### src/rtl/lector_destinos.sv
// rtl/lector_destinos.sv - round-robin drain of destination FIFOs D0/D1 onto one registered valid/ready stream
module lector_destinos #(
  parameter int BW       = 6,
  parameter int DEST_BIT = 4,
  parameter int CNT_W    = 8
) (
  input  logic             clk,
  input  logic             reset,
  input  logic             D0_empty,
  input  logic             D0_error_output,
  input  logic [BW-1:0]    D0_data_out,
  input  logic             D1_empty,
  input  logic             D1_error_output,
  input  logic [BW-1:0]    D1_data_out,
  input  logic             out_ready,
  output logic             D0_rd,
  output logic             D1_rd,
  output logic [BW-1:0]    data_out,
  output logic             dest_out,
  output logic             valid_out,
  output logic             dest_err,
  output logic [CNT_W-1:0] cnt_D0,
  output logic [CNT_W-1:0] cnt_D1,
  output logic             idle
);

  typedef enum logic [1:0] {
    S_IDLE = 2'd0,
    S_WAIT = 2'd1,
    S_HOLD = 2'd2
  } state_t;

  localparam logic [CNT_W-1:0] CNT_ONE = {{(CNT_W-1){1'b0}}, 1'b1};

  state_t          r_state;
  state_t          w_state_next;
  // Most recent grant; it also names the FIFO whose word is in flight.
  logic            r_last;
  logic            w_el0;
  logic            w_el1;
  logic            w_any;
  logic            w_win;
  logic            w_grant;
  logic [BW-1:0]   w_cap_data;

  assign w_el0 = ~D0_empty & ~D0_error_output;
  assign w_el1 = ~D1_empty & ~D1_error_output;
  assign w_any = w_el0 | w_el1;
  // On a tie the FIFO not granted last time wins; otherwise the only eligible one.
  assign w_win = (w_el0 & w_el1) ? ~r_last : w_el1;

  assign w_cap_data = r_last ? D1_data_out : D0_data_out;

  // Pop strobes are held low during reset so a reset never advances a FIFO.
  assign D0_rd = w_grant & ~w_win & ~reset;
  assign D1_rd = w_grant &  w_win & ~reset;

  assign valid_out = (r_state == S_HOLD);
  assign idle      = (r_state == S_IDLE) & ~w_any;

  // Next-state and grant decision; eligibility only matters where a pop can issue.
  always_comb begin
    w_state_next = r_state;
    w_grant      = 1'b0;
    case (r_state)
      S_IDLE: begin
        if (w_any) begin
          w_grant      = 1'b1;
          w_state_next = S_WAIT;
        end
      end
      S_WAIT: begin
        w_state_next = S_HOLD;
      end
      S_HOLD: begin
        if (out_ready) begin
          if (w_any) begin
            w_grant      = 1'b1;
            w_state_next = S_WAIT;
          end else begin
            w_state_next = S_IDLE;
          end
        end
      end
      default: begin
        w_state_next = S_IDLE;
      end
    endcase
  end

  // State register and round-robin pointer.
  always_ff @(posedge clk or posedge reset) begin
    if (reset) begin
      r_state <= S_IDLE;
      r_last  <= 1'b1;
    end else begin
      r_state <= w_state_next;
      if (w_grant) begin
        r_last <= w_win;
      end
    end
  end

  // Capture the popped word one cycle after the pop, tag-check it and count it.
  always_ff @(posedge clk or posedge reset) begin
    if (reset) begin
      data_out <= '0;
      dest_out <= 1'b0;
      dest_err <= 1'b0;
      cnt_D0   <= '0;
      cnt_D1   <= '0;
    end else if (r_state == S_WAIT) begin
      data_out <= w_cap_data;
      dest_out <= r_last;
      if (w_cap_data[DEST_BIT] != r_last) begin
        dest_err <= 1'b1;
      end
      if (r_last) begin
        cnt_D1 <= cnt_D1 + CNT_ONE;
      end else begin
        cnt_D0 <= cnt_D0 + CNT_ONE;
      end
    end
  end

endmodule

### config.mk
export PLATFORM = sky130hd
export DESIGN_NAME = lector_destinos
export DESIGN_NICKNAME = d
export VERILOG_FILES = /design/src/rtl/lector_destinos.sv
export SDC_FILE = /design/constraint.sdc
export NUM_CORES = 1
export LEC_CHECK = 0
export CAP_MARGIN = 20
export CORE_ASPECT_RATIO = 1.25
export CORE_MARGIN = 2
export CORE_UTILIZATION = 30
export CTS_CLUSTER_DIAMETER = 80
export DETAILED_ROUTE_END_ITERATION = 10
export MAX_ROUTING_LAYER = met4
export SYNTH_ARGS = -nofsm -noshare
export SYNTH_HDL_FRONTEND = slang
export SYNTH_SLANG_ARGS = --single-unit
### constraint.sdc
create_clock -name clk -period 3.2 [get_ports clk]
set_clock_uncertainty 0.05 [all_clocks]
set_input_delay 0.64 -clock clk [delete_from_list [all_inputs] [get_ports clk]]
set_output_delay 0.64 -clock clk [all_outputs]
set_load 0.01 [all_outputs]
==> results_dict.tcl <==
set metrics [dict create \
    tns_ns 0 \
    vias 1006 \
    clkSlewWorstSetupHoldPaths_ns 0.09 \
    finalHoldViolCount 0 \
    p_clk_frac 0.147 \
    io-pin-count 47 \
    vias_per_cell 4.64 \
    antenna_found_initial 0 \
    globalRouteOverflowTotal 0 \
    fin_crit_sh 0.912 \
    routedWlPerCell_um 12.3 \
    root_buffer "clkbuf_8" \
    track_usage 0.130 \
    cts_sinks 27 \
    synth.largest_area_cell "dfrtp_1" \
    fp.dieArea_um2 4670 \
    grt_pass1_wl_um 4460 \
    crit_type "in -> out" \
    ys_top_cells_by_count "26 x dfrtp_1, 15 x nand2_1, 10 x xnor2_1, 8 x o21ai_0, 6 x mux2i_1" \
    dp_slack_ns 0.283 \
    first_pass_iters 4 \
    max_freq_mhz 342 \
    rows 26 \
    die_w_um 61.5 \
    syn_avg_cell_area_um2 11.0 \
    hpwl_um 2090 \
    synth_async_sr_flop_share 1.00 \
    rsz0062_at_grt "no" \
    syn_area_um2 1240 \
    ys_ff_latch 27 \
    cts_tree "built" \
    syn_nets 134 \
    cpPeakStageDelay_ns 0.57 \
    cp-start-kind "input port" \
    worst_path_most_repeated_cell "clkdlybuf4s50_1" \
    initial_core_util 0.307 \
    cts_made_buffers 3 \
    syn_to_final_growth_pct 45.9 \
    slew_viol_final 0 \
    period_minus_slack_ns 2.92 \
    crit_arrival_ns 2.23 \
    end_kind "output port" \
    cts_setup_buffers 0 \
    htree_levels 1 \
    diodes 0 \
    switching_share 0.342 \
    seq_power_share 0.463 \
    synth_top_area_frac 0.525 \
    synthesis.instances 113 \
    routabilityCongestion 0.886 \
    synth.area.top_cells "dfrtp_1 52%, xnor2_1 7.1%, mux2i_1 4.8%" \
    postRouteAntennaNets 0 \
    yosysMostFrequentCell "dfrtp_1" \
    layout.nets 183 \
    ctsResizeCount 0 \
    drtIter0Drc 57 \
    synth.distinct_cells 29 \
    drive_gt1_frac 0.0559 \
    critPathMaxFanout 4 \
    power_density_nw_per_um2 706 \
    yosys_warnings 0 \
    cts_hold_buf 0 \
    relSlewSlack 0.688 \
    p_switching_mw 0.436 \
    hold_path.class "reg -> reg" \
    path_cells "clkdlybuf4s50_1, nor2b_1, or2_2, nor3_1, clkdlybuf4s50_1" \
    max-vdd-ir-drop_v 0.000332 \
    tightest_slew_ns 0.468 \
    clk_path_buf_depth 2 \
    post-route-util 0.449 \
    required_ns 2.51 \
    cpMaxStageDelayCell "clkdlybuf4s50_1" \
    io_buffers 46 \
    core_area_um2 4030 \
    grt_pass1_vias 1034 \
    fin_ws_ns 0.280 \
    intPower_mw 0.841 \
    synth_seq_area_share 0.546 \
    clkLatencyLatePin_ns 0.26 \
    die-height_um 75.9 \
    status "complete, no violations" \
    wl_um 2670 \
    drcViolationCount 0 \
    p_leak_nw 0.778 \
    drv_cap 0 \
    grt_max_degree 28 \
    synth_ff_type "dfrtp_1" \
    setup_viol 0 \
    pwr-share-comb 0.390 \
    synth_edf_count 0 \
]
[sequential cells by signal, indices dropped and copies added, names as in the netlist]
| name | count |
|---|---|
| cnt_D1 | 8 |
| dest_out | 1 |
| r_last | 1 |
| cnt_D0 | 8 |
| dest_err | 1 |
| data_out | 6 |
| r_state | 2 |
[critical path: cells and delay by family]
kind / cells / cell delay, ns
buffers and inverters: 2 / 1.04
AND/OR/NAND/NOR: 3 / 0.55
[routing by layer]
layer | vias to the layer above | wire length (um) | global-route usage
met3 | 2 | 169 | 0.0204
met1 | 466 | 1140 | 0.155
li1 | 492 | - | -
met4 | 0 | 17 | 0.0426
met5 | - | 0 | -
met2 | 46 | 1340 | 0.222
[worst paths after layout]
check,start,depth (start not counted),slack [ns],to
min reg2reg,cnt_D0[7]$_DFFE_PP0P_,1,0.42,cnt_D0[7]$_DFFE_PP0P_
max,out_ready,5,0.28,D1_rd
max in group asynchronous,reset,3,2.07,r_last$_DFFE_PP1N_
max reg2reg,r_last$_DFFE_PP1N_,3,1.59,cnt_D1[7]$_DFFE_PP0P_
min,cnt_D0[7]$_DFFE_PP0P_,1,0.42,cnt_D0[7]$_DFFE_PP0P_
min in group asynchronous,reset,3,0.74,data_out[2]$_DFFE_PP0P_
[cells by family after synthesis]
| family | count (synthesis) | synth area share |
|---|---|---|
| adders and majority gates | 2 | 0.0202 |
| xor gates and xnor gates | 14 | 0.0989 |
| and+or+nand+nor | 45 | 0.194 |
| AOI/OAI and AO/OA | 13 | 0.0656 |
| DFF | 27 | 0.546 |
| muxes | 7 | 0.0575 |
| buffers and inverters | 5 | 0.0182 |
[power groups by stage]
stage / sequential, mW / combinational (mW) / clock [mW]
final: 0.591 / 0.499 / 0.187
after global routing: 0.617 / 0.546 / 0.211
after CTS: 0.596 / 0.509 / 0.198
after detailed placement: 0.601 / 0.507 / 0
after global placement: 0.593 / 0.498 / 0
after floorplan: 0.591 / 0.226 / 0
[area by class of cell]
type / instances / area, um2
inverter: 2 / 7.51
fill: 424 / 2220
tap: 56 / 70.1
clock buffer: 3 / 41.3
timing repair buffer: 47 / 468
clock inverter: 1 / 5.00
sequential: 27 / 677
multi-input combinational: 81 / 541
[metrics by stage]
step / instances / hold WS (ns) / power (mW) / area, um2
3_5_place_dp: 213 / 0.412 / 1.11 / 1760
4_1_cts: 217 / 0.430 / 1.30 / 1810
3_3_place_gp: 213 / 0.410 / 1.09 / 1760
6_report: 217 / 0.421 / 1.28 / 1810
2_1_floorplan: 113 / 0.454 / 0.817 / 1240
5_1_grt: 217 / 0.440 / 1.37 / 1810
[cells in the final DEF, fill, tap and decap left out, types with 2 or more instances in the layout]
| cell type | count |
|---|---|
| and3_1 | 2 |
| clkbuf_8 | 3 |
| clkdlybuf4s50_1 | 46 |
| dfrtp_1 | 26 |
| ha_1 | 2 |
| inv_1 | 2 |
| mux2i_1 | 6 |
| nand2_1 | 15 |
| nand2b_1 | 2 |
| nand3_1 | 4 |
| nand4_1 | 5 |
| nor2_1 | 5 |
| nor3_1 | 4 |
| o21ai_0 | 8 |
| o41ai_1 | 2 |
| xnor2_1 | 10 |
| xor2_1 | 4 |
Note: power is estimated with default switching activity, not from simulation.
